### config.mk
export PLATFORM = sky130hd
export DESIGN_NAME = ysyx_22041207_lsu_axi_bridge
export DESIGN_NICKNAME = d
export VERILOG_FILES = /design/src/rtl/ysyx_22041207_lsu_axi_bridge.sv
export SDC_FILE = /design/constraint.sdc
export NUM_CORES = 1
export LEC_CHECK = 0
export CAP_MARGIN = 20
export CORE_AREA = 2 2 219 221
export DETAILED_ROUTE_END_ITERATION = 8
export DIE_AREA = 0 0 221 223
export DONT_BUFFER_PORTS = 1
export GPL_TIMING_DRIVEN = 0
export PLACE_DENSITY = 0.4
export RECOVER_POWER = 50
export SETUP_SLACK_MARGIN = 0.02
export SLEW_MARGIN = 40
export SYNTH_ARGS = -nofsm -noshare
export SYNTH_HDL_FRONTEND = slang
export SYNTH_SLANG_ARGS = --single-unit
export TNS_END_PERCENT = 30
### constraint.sdc
create_clock -name clk -period 2.9 [get_ports clk]
set_input_delay 0.435 -clock clk [delete_from_list [all_inputs] [get_ports clk]]
set_output_delay 0.435 -clock clk [all_outputs]
set_load 0.05 [all_outputs]
### src/rtl/ysyx_22041207_lsu_axi_bridge.sv
// LSU to AXI4-Lite master bridge: one read or write transaction in flight.
// Optional LSU_AXI_ERR_CHECK_EN: non-OKAY bresp/rresp sets sticky bus_err_o.
module ysyx_22041207_lsu_axi_bridge #(
    parameter int ADDR_W = 64,
    parameter int DATA_W = 64
) (
    input  logic                  clk,
    input  logic                  rst_n,
    input  logic                  w_valid_i,
    output logic                  w_ready_o,
    input  logic [ADDR_W-1:0]     w_addr_i,
    input  logic [DATA_W-1:0]     w_data_i,
    input  logic [DATA_W/8-1:0]   w_mask_i,
    output logic                  w_valid_o,
    input  logic                  w_ready_i,
    input  logic                  r_valid_i,
    output logic                  r_ready_o,
    input  logic [ADDR_W-1:0]     r_addr_i,
    input  logic [7:0]            r_size_i,
    output logic                  data_valid_o,
    input  logic                  data_ready_i,
    output logic [DATA_W-1:0]     data_read_o,
    output logic                  awvalid,
    input  logic                  awready,
    output logic [ADDR_W-1:0]     awaddr,
    output logic                  wvalid,
    input  logic                  wready,
    output logic [DATA_W-1:0]     wdata,
    output logic [DATA_W/8-1:0]   wstrb,
    input  logic                  bvalid,
    output logic                  bready,
    input  logic [1:0]            bresp,
    output logic                  arvalid,
    input  logic                  arready,
    output logic [ADDR_W-1:0]     araddr,
    output logic [2:0]            arsize,
    input  logic                  rvalid,
    output logic                  rready,
    input  logic [DATA_W-1:0]     rdata,
    input  logic [1:0]            rresp,
    output logic                  bus_err_o
);

    typedef enum logic [2:0] {
        S_IDLE,
        S_WR_REQ,
        S_WR_RESP,
        S_WR_DONE,
        S_RD_REQ,
        S_RD_RESP,
        S_RD_DONE
    } state_e;

    state_e                state_q, state_d;
    logic                  awvalid_q, awvalid_d;
    logic                  wvalid_q, wvalid_d;
    logic                  bready_q, bready_d;
    logic                  arvalid_q, arvalid_d;
    logic                  rready_q, rready_d;
    logic                  w_valid_q, w_valid_d;
    logic                  data_valid_q, data_valid_d;
    logic [ADDR_W-1:0]     awaddr_q, awaddr_d;
    logic [DATA_W-1:0]     wdata_q, wdata_d;
    logic [DATA_W/8-1:0]   wstrb_q, wstrb_d;
    logic [ADDR_W-1:0]     araddr_q, araddr_d;
    logic [2:0]            arsize_q, arsize_d;
    logic [DATA_W-1:0]     data_q, data_d;
    logic                  err_q, err_d;
    logic                  idle;
    logic [2:0]            size_enc;

    assign idle      = (state_q == S_IDLE);
    assign w_ready_o = idle & w_valid_i;
    assign r_ready_o = idle & r_valid_i & ~w_valid_i;

    always_comb begin
        size_enc = 3'd3;
        case (r_size_i)
            8'd1:    size_enc = 3'd0;
            8'd2:    size_enc = 3'd1;
            8'd4:    size_enc = 3'd2;
            8'd8:    size_enc = 3'd3;
            default: size_enc = 3'd3;
        endcase
    end

    always_comb begin
        state_d      = state_q;
        awvalid_d    = awvalid_q;
        wvalid_d     = wvalid_q;
        bready_d     = bready_q;
        arvalid_d    = arvalid_q;
        rready_d     = rready_q;
        w_valid_d    = w_valid_q;
        data_valid_d = data_valid_q;
        awaddr_d     = awaddr_q;
        wdata_d      = wdata_q;
        wstrb_d      = wstrb_q;
        araddr_d     = araddr_q;
        arsize_d     = arsize_q;
        data_d       = data_q;
        unique case (state_q)
            S_IDLE: begin
                if (w_ready_o) begin
                    awaddr_d  = w_addr_i;
                    wdata_d   = w_data_i;
                    wstrb_d   = w_mask_i;
                    awvalid_d = 1'b1;
                    wvalid_d  = 1'b1;
                    state_d   = S_WR_REQ;
                end else if (r_ready_o) begin
                    araddr_d  = r_addr_i;
                    arsize_d  = size_enc;
                    arvalid_d = 1'b1;
                    state_d   = S_RD_REQ;
                end
            end
            S_WR_REQ: begin
                // AW and W channels may be accepted in either order
                awvalid_d = awvalid_q & ~awready;
                wvalid_d  = wvalid_q & ~wready;
                if (!awvalid_d && !wvalid_d) begin
                    bready_d = 1'b1;
                    state_d  = S_WR_RESP;
                end
            end
            S_WR_RESP: begin
                if (bvalid) begin
                    bready_d  = 1'b0;
                    w_valid_d = 1'b1;
                    state_d   = S_WR_DONE;
                end
            end
            S_WR_DONE: begin
                if (w_ready_i) begin
                    w_valid_d = 1'b0;
                    state_d   = S_IDLE;
                end
            end
            S_RD_REQ: begin
                if (arready) begin
                    arvalid_d = 1'b0;
                    rready_d  = 1'b1;
                    state_d   = S_RD_RESP;
                end
            end
            S_RD_RESP: begin
                if (rvalid) begin
                    data_d       = rdata;
                    rready_d     = 1'b0;
                    data_valid_d = 1'b1;
                    state_d      = S_RD_DONE;
                end
            end
            S_RD_DONE: begin
                if (data_ready_i) begin
                    data_valid_d = 1'b0;
                    state_d      = S_IDLE;
                end
            end
            default: state_d = S_IDLE;
        endcase
    end

`ifdef LSU_AXI_ERR_CHECK_EN
    always_comb begin
        err_d = err_q;
        if (state_q == S_WR_RESP && bvalid && bresp != 2'b00) err_d = 1'b1;
        if (state_q == S_RD_RESP && rvalid && rresp != 2'b00) err_d = 1'b1;
    end
`else
    logic unused_resp;
    assign unused_resp = ^{bresp, rresp};
    assign err_d = 1'b0;
`endif

    always_ff @(posedge clk or negedge rst_n) begin
        if (!rst_n) begin
            state_q      <= S_IDLE;
            awvalid_q    <= 1'b0;
            wvalid_q     <= 1'b0;
            bready_q     <= 1'b0;
            arvalid_q    <= 1'b0;
            rready_q     <= 1'b0;
            w_valid_q    <= 1'b0;
            data_valid_q <= 1'b0;
            awaddr_q     <= '0;
            wdata_q      <= '0;
            wstrb_q      <= '0;
            araddr_q     <= '0;
            arsize_q     <= '0;
            data_q       <= '0;
            err_q        <= 1'b0;
        end else begin
            state_q      <= state_d;
            awvalid_q    <= awvalid_d;
            wvalid_q     <= wvalid_d;
            bready_q     <= bready_d;
            arvalid_q    <= arvalid_d;
            rready_q     <= rready_d;
            w_valid_q    <= w_valid_d;
            data_valid_q <= data_valid_d;
            awaddr_q     <= awaddr_d;
            wdata_q      <= wdata_d;
            wstrb_q      <= wstrb_d;
            araddr_q     <= araddr_d;
            arsize_q     <= arsize_d;
            data_q       <= data_d;
            err_q        <= err_d;
        end
    end

    assign awvalid      = awvalid_q;
    assign wvalid       = wvalid_q;
    assign bready       = bready_q;
    assign arvalid      = arvalid_q;
    assign rready       = rready_q;
    assign w_valid_o    = w_valid_q;
    assign data_valid_o = data_valid_q;
    assign awaddr       = awaddr_q;
    assign wdata        = wdata_q;
    assign wstrb        = wstrb_q;
    assign araddr       = araddr_q;
    assign arsize       = arsize_q;
    assign data_read_o  = data_q;
    assign bus_err_o    = err_q;

endmodule

# Word-level counts from Yosys, hierarchy flattened
# Cells that the tools add are included.
[word_totals]
out_inout_bits = 277
inputBits = 287
ff_bits = 277
wordCells = 91
[op_classes]
eq_ne = 19
n_mux = 29
reduce_logical = 20
n_bitwise = 9
[ops]
columns = ["cell", "n"]
rows = [
  ["3-bit 2-to-1 mux", 8],
  ["3-bit case mux with 7 select lines", 1],
  ["2-bit != test, second input constant", 9],
  ["3-bit AND reduction", 5],
  ["1-bit case mux with 2 select lines", 7],
  ["1-bit 2-to-1 mux", 12],
  ["2-bit nonzero test", 6],
  ["3-bit equality test, second input constant", 3],
  ["8-bit by 1-bit equality test with 1-bit output, second input constant", 1],
  ["8-bit by 2-bit equality test with 1-bit output, second input constant", 1],
  ["8-bit by 3-bit equality test with 1-bit output, second input constant", 1],
  ["7-bit AND reduction", 1],
  ["3-bit by 2-bit equality test with 1-bit output, second input constant", 2],
  ["2-bit case mux with 3 select lines", 1],
  ["2-bit AND reduction", 3],
  ["1-bit AND", 5],
  ["1-bit inverter", 4],
  ["4-bit AND reduction", 1],
  ["3-bit by 1-bit equality test with 1-bit output, second input constant", 1],
  ["3-bit zero test", 1],
  ["3-bit != test, second input constant", 1],
  ["1-bit zero test", 2],
  ["1-bit logical AND", 1],
]

# Longest topological paths before layout
# Gate-level depths: netlist (run 1).
[logic_depth]
depth_word = 6
mapped_depth = 7
mapped_depth_nobuf = 4

# Worst setup path after synthesis (run 1)
# OpenSTA, ideal clock, no wires.
[synth_timing]
path_type = "reg2reg"
start = "reg state_q[0]"
end = "reg awaddr_q[0], in the netlist awaddr[0]"
slack_ns = 1.168
setup_ns = 0.128
arrival_ns = 1.604
stages_incl_launch_ff = 6
n_path_buf = 3
period_less_slack_ns = 1.732
required_ns = 2.772
cell_sequence = "dfrtp_1 -> buf_2 -> nor4_1 -> buf_2 -> buf_4 -> mux2_1"
[synth_via]
elab_chain_cells = 3
[synth_rtl]
columns = ["element", "line", "rtl"]
rows = [
  ["start: declaration", "54", "state_e state_q, state_d;"],
  ["start signal: assignment", "195", "state_q <= state_d;"],
  ["3-bit zero test", "72", "assign idle = (state_q == S_IDLE);"],
  ["1-bit AND", "73", "assign w_ready_o = idle & w_valid_i;"],
  ["via w_ready_o", "10", "output logic w_ready_o,"],
  ["2-bit AND reduction (no source line)", "n/a", ""],
  ["end signal: assignment", "203", "awaddr_q <= awaddr_d;"],
  ["end: declaration", "62", "logic [ADDR_W-1:0] awaddr_q, awaddr_d;"],
]
# The timed path passes the listed nets, and every way through them passes these cells.
# A chain may end at the register's enable or synchronous reset.

# Worst setup path after layout (run 1)
[layout_timing]
start = "reg state_q[0]"
end = "out w_ready_o"
[layout_via]
elab_chain_cells = 2
[layout_rtl]
columns = ["element", "line"]
rows = [
  ["3-bit zero test", "72"],
  ["1-bit AND", "73"],
  ["end: declaration", "10"],
]
# No other way between the ends.

==> summary.md, run 1 <==
| Metric | Value |
|---|---|
| Die Area | `49300 µm²` |
| Crit-path slowest cell | `dfrtp_1` |
| HP Class | `primary input to async pin` |
| Worst path max stage delay | `350 ps` |
| DIE HEIGHT | `223 µm` |
| Area growth, synth to finish | `22.7%` |
| Nets | `1008` |
| Peak Freq | `396 MHz` |
| Period utilization | `87.0%` |
| Core Area | `47100 µm²` |
| Drt wl/cell | `20.4 µm` |
| Final hold vios | `276` |
| Global placement routability congestion | `0.723` |
| CTS tree | `yes` |
| Largest net degree at the start of global routing | `277` |
| # hold bufs at CTS | `42` |
| WS Path Type | `flop to primary output` |
| Vias per cell | `4.11` |
| Initial Util | `22.3%` |
| Avg Cell Area, Syn | `16.4 µm²` |
| Grt total ovfl | `0` |
| Worst Hold Slack | `-393 ps` |
| Number of port buffers | `0` |
| Top cell by count, worst path | `buf_2` |
| Min cycle time layout | `2520 ps` |
| RSZ-0062 raised after global routing | `no` |
| Seq/Total Area, Yosys | `65.7%` |
| CP required | `2470 ps` |
| Initial antenna violation count | `6` |
| Setup Buffers After CTS | `0` |
| CP Capture Type | `primary output` |
| CTS Buf Count | `34` |
| Failing checks | `negative hold slack` |
| Final WL | `27.9 mm` |
| Final setup TNS | `0 ps` |
| Register bit total from synthesis | `276` |
| Pre-antenna DRT Iters | `4` |
| Fillers | `4760` |
| Root buf cell | `clkbuf_16` |
| Number of synthesized flops with an enable pin | `0` |
| Share of post-route cells with drive strength above 1 | `13.0%` |
| CP Depth | `4` |
| Ys flop type | `dfrtp_1` |
| Reg clk slew, reported paths | `50 ps` |
| # DRC | `0` |
| Outcome | `complete, but fails checks` |
| DR vias | `5626` |
| Mapped Area | `10500 µm²` |
| Worst EP arrival | `2090 ps` |
| Max Slew Vio Count | `0` |
| Relative slew slack | `55.2%` |
| Ys Warns | `0` |
| Critical path buffers and inverters | `3` |
| DR iter-0 viols | `163` |
| Rows | `80` |
| HPWL Detailed | `20.8 mm` |
| Distinct cells, synth | `31` |
| Post-Syn Instances | `642` |
| Final setup fails | `0` |
| Synth async-reset ratio | `100%` |
| Clock buffer depth | `3` |
| Clock Latency Late Sink | `520 ps` |
| CP max FO | `10` |
| Global-route wire length before repair | `41.5 mm` |
| Worst Tran Pin Value | `672 ps` |
| Clock Sink Count | `276` |
| Critical path cell sequence | `buf_2 > nor4_2 > buf_2 > buf_4` |
| IO Pins | `564` |
| Post-route ant nets | `0` |
| Gr usage total | `11.0%` |
| CP Launch Type | `flop` |
| Worst reg-to-reg path cell count | `5` |
| H-tree levels | `2` |
| Vias in the first global route | `6366` |
| Final Skew | `14.0 ps` |
| Die X-Extent | `221 µm` |
| Top delay family on crit path | `buffers and inverters` |
| Total of max-cap violations | `0` |
## synth_stat cells (3+ instances only)
| cell | count | area (µm²) |
|---|---|---|
| inv_1 | 5 | 18.8 |
| nand2_1 | 12 | 45.0 |
| a21oi_1 | 7 | 35.0 |
| buf_4 | 22 | 165 |
| dfrtp_1 | 276 | 6910 |
| buf_6 | 6 | 67.6 |
| nor2_1 | 8 | 30.0 |
| nor3_1 | 3 | 15.0 |
| a31oi_1 | 3 | 18.8 |
| mux2_2 | 8 | 90.1 |
| mux2_1 | 256 | 2880 |
| o21ai_0 | 10 | 50.1 |
| buf_2 | 5 | 25.0 |
## per-stage QoR
step                setup slack [ps]  hold slack, ps  cells  utilization [%]  cell area (µm²)
CTS                              162            -443   1362             27.3            12900
finish                           377            -393   1368             27.3            12900
floorplan                       1170             139    643                -            10500
detailed placement               443             143   1258             23.9            11300
global route                     141            -439   1367             27.3            12900
global placement                 473             145   1258             23.9            11300
## cells in the final DEF, fill, tap and decap left out, drive strengths merged, types with 2 or more instances in the layout
master | Yosys | routed
xnor2 | 2 | 2
clkinv | 0 | 2
conb | 1 | 2
a31oi | 3 | 3
o21ai | 10 | 10
mux2 | 264 | 264
a21oi | 7 | 7
dfrtp | 276 | 276
clkinvlp | 0 | 2
clkbuf | 2 | 58
nor2 | 8 | 8
dlygate4sd3 | 0 | 42
diode | 0 | 6
nand2b | 2 | 2
inv | 5 | 7
nor3 | 3 | 3
buf | 33 | 32
nand3 | 2 | 2
nand2 | 12 | 12
## per-layer routing
metal	track usage [%]	routed length (µm)	part of all wire [%]
met2	19.7	14800	53
met1	10.9	9300	33
met4	4.94	948	3.4
met3	5.04	2860	10
met5	0	0	0
## registers in the layout (all words and copies together) (netlist names)
signal / cells
state_q: 3
bready: 1
wdata: 64
awaddr: 64
arvalid: 1
data_valid_o: 1
rready: 1
arsize: 2
araddr: 64
wstrb: 8
data_read_o: 64
wvalid: 1
awvalid: 1
w_valid_o: 1
## final cells by class
class	instances	area, µm²	area share [%]
Antenna cell	6	15.0	0.116
Multi-Input combinational cell	327	3310	25.7
Inverter	5	18.8	0.146
Clock inverter	7	72.6	0.563
Clock buffer	55	1110	8.64
Tap cell	615	769	5.97
Buffer	35	264	2.05
Sequential cell	276	6910	53.6
Timing Repair Buffer	42	420	3.26
## logic make-up (layout without fill, tap and decap cells)
| logic type | count (synthesis) | in the layout | share of synthesized area [%] |
|---|---|---|---|
| DFF | 276 | 276 | 65.7 |
| other | 1 | 8 | 0.0357 |
| and+or+nand+nor | 32 | 32 | 1.55 |
| buffers and inverters | 40 | 144 | 2.70 |
| muxes | 265 | 265 | 28.4 |
| AOI/OAI and AO/OA | 26 | 26 | 1.43 |
| xor gates and xnor gates | 2 | 2 | 0.167 |
## what timing repair did
action	in CTS	in global routing
hold endpoints to repair	318	276
gates resized for setup	1	0
endpoints found under the setup margin	1	0
## path summary, 6_finish.rpt
path                             from              end  slack (ps)
setup / recovery           state_q[0]        w_ready_o         380
setup reg to reg           state_q[2]  data_read_o[11]         560
max in group asynchronous       rst_n        wdata[31]        2790
hold reg to reg            state_q[1]          arvalid         690
min in group clk            rdata[36]  data_read_o[36]          40
hold / removal                  rst_n  data_read_o[59]        -390
Power of run 1 is left out: the tool's default activity adds up to more than one toggle a clock period on the data nets, which glitch-free logic cannot reach.
==> run 2: changes to the inputs <==
Settings changed: BUFFER_PORTS_ARGS from default to -buffer_cell sky130_fd_sc_hd__buf_2, CORE_AREA 2 2 219 221 to 2 2 221 223, DIE_AREA 0 0 221 223 to 0 0 223 225, DONT_BUFFER_PORTS 1 to default, PLACE_DENSITY 0.4 to 0.5.
==> run 2 against run 1 <==
Against the previous run:
- the flow finishes with violations (max-capacitance violations, max-slew violations)
- flip-flop and latch count is the same
- critical path depth grew 2
- count of clock-buffer cells in the layout shrank 10
- cell count grew 37%
- critical path type unchanged
- critical endpoint is now r_ready_o
- highest routed layer unchanged
==> summary.md, run 2 (synthesized netlist as in run 1, its figures left out) <==
| Metric | Value |
|---|---|
| IO Pins | `564 (unchanged)` |
| Min cycle time layout | `2710 ps (+191 ps)` |
| Grt total ovfl | `0 (unchanged)` |
| Root buf cell | `clkbuf_16` |
| Die Area | `50200 µm² (+1.8%)` |
| Drt wl/cell | `16.8 µm (-17%)` |
| Worst path max stage delay | `350 ps (about the same)` |
| Final WL | `31.6 mm (+13%)` |
| Total of max-cap violations | `1 (+1)` |
| CP max FO | `10 (unchanged)` |
| Final setup fails | `0 (unchanged)` |
| Gr usage total | `12.0% (+1.0 points)` |
| Worst EP arrival | `2280 ps (+190 ps)` |
| Peak Freq | `368 MHz (-7.1%)` |
| # DRC | `0 (unchanged)` |
| CP Launch Type | `flop` |
| CTS tree | `yes` |
| CP Capture Type | `primary output` |
| DR iter-0 viols | `181 (+11%)` |
| Critical path cell sequence | `buf_2 > nor2_1 > and4_1 > buf_2 > buf_4 > buf_2` |
| Worst Tran Pin Value | `1690 ps (+1020 ps)` |
| Final hold vios | `0 (-100%)` |
| Initial antenna violation count | `2 (-4)` |
| Vias in the first global route | `7978 (+25%)` |
| RSZ-0062 raised after global routing | `yes` |
| CTS Buf Count | `31 (-8.8%)` |
| Initial Util | `22.1% (-0.19 points)` |
| Share of post-route cells with drive strength above 1 | `41.8% (+29 points)` |
| Most common cell after layout, fill and taps aside | `buf_2` |
| Global-route wire length before repair | `47.2 mm (+14%)` |
| Reg clk slew, reported paths | `60 ps (about the same)` |
| Clock buffer depth | `3 (unchanged)` |
| CP required | `2470 ps (about the same)` |
| Worst Hold Slack | `78.9 ps (+472 ps)` |
| Period utilization | `93.6% (+6.6 points)` |
| Crit-path slowest cell | `dfrtp_1` |
| Critical path buffers and inverters | `4 (+1)` |
| Nets | `1525 (+51%)` |
| DIE HEIGHT | `225 µm (+0.90%)` |
| HPWL Detailed | `24.8 mm (+19%)` |
| Final Skew | `18.0 ps (+3.96 ps)` |
| Most frequent cells in the layout | `buf_2, dfrtp_1, mux2_1` |
| Failing checks | `max-capacitance violations, max-slew violations` |
| WS Path Type | `flop to primary output` |
| Clock Sink Count | `276 (unchanged)` |
| DR vias | `7475 (+33%)` |
| Max Slew Vio Count | `25 (+25)` |
| HP Class | `primary input to flop` |
| Largest net degree at the start of global routing | `66 (-76%)` |
| Relative slew slack | `-12.5% (-68 points)` |
| H-tree levels | `1 (-1)` |
| Global placement routability congestion | `0.745 (+3.1%)` |
| Area growth, synth to finish | `42.9%` |
| Vias per cell | `3.98 (-3.2%)` |
| Setup Buffers After CTS | `0 (unchanged)` |
| Rows | `80 (unchanged)` |
| Post-route ant nets | `0 (unchanged)` |
| Number of port buffers | `557 (+557)` |
| Pre-antenna DRT Iters | `4 (unchanged)` |
| Top delay family on crit path | `buffers and inverters` |
| Top cell by count, worst path | `buf_2` |
| Die X-Extent | `223 µm (+0.90%)` |
| Clock Latency Late Sink | `570 ps (+50 ps)` |
| Core Area | `47500 µm² (+0.85%)` |
| Outcome | `complete, but fails checks` |
==> run 2: timing repair <==
action / CTS / global route
endpoints found under the hold margin: 24 / 0
setup endpoints to repair: 1 / 2
gates resized for setup: 1 / 1
hold buffers: 1 / 0
cloned: 0 / 0
==> run 2: through the flow <==
step / util (%) / instances / setup WS, ps / cell area [µm²] / TNS, ps
CTS: 32.0 / 1876 / 84.4 / 15200 / 0
global placement: 29.6 / 1815 / -4040 / 14100 / -1102440
floorplan: - / 643 / 1170 / 10500 / 0
detailed placement: 29.8 / 1819 / 576 / 14200 / 0
global route: 31.6 / 1877 / 21.9 / 15000 / 0
finish: 31.6 / 1877 / 186 / 15000 / 0
==> run 2: worst paths after layout <==
kind,slack (ps),start,depth (start not counted),to
min,80,r_addr_i[1],2,araddr[1]
max,190,state_q[0],6,r_ready_o
max in group asynchronous,460,rst_n,4,data_read_o[43]
max reg2reg,460,state_q[2],5,data_read_o[13]
min reg2reg,480,araddr[13],1,araddr[13]
min in group asynchronous,860,rst_n,2,awaddr[60]
==> run 2: layout make-up <==
type,instances,area (µm²)
clock inverters,11,83.8
fillers,4905,32500
inverters,5,18.8
well taps,615,769
plain buffers,35,267
multi-input cells,327,3310
flip-flops and latches,276,6910
repair buffers,562,2740
clock buffers,45,918
diodes,1,2.50
==> run 2: routing by layer <==
metal | GRT usage [%] | vias to the layer above | share of wire [%]
met3 | 4.41 | 36 | 10
li1 | - | 3449 | -
met1 | 13.2 | 3644 | 37
met5 | 0 | - | 0
met4 | 3.92 | 0 | 2.3
met2 | 21.5 | 346 | 51
Power of run 2 is left out for the same reason.
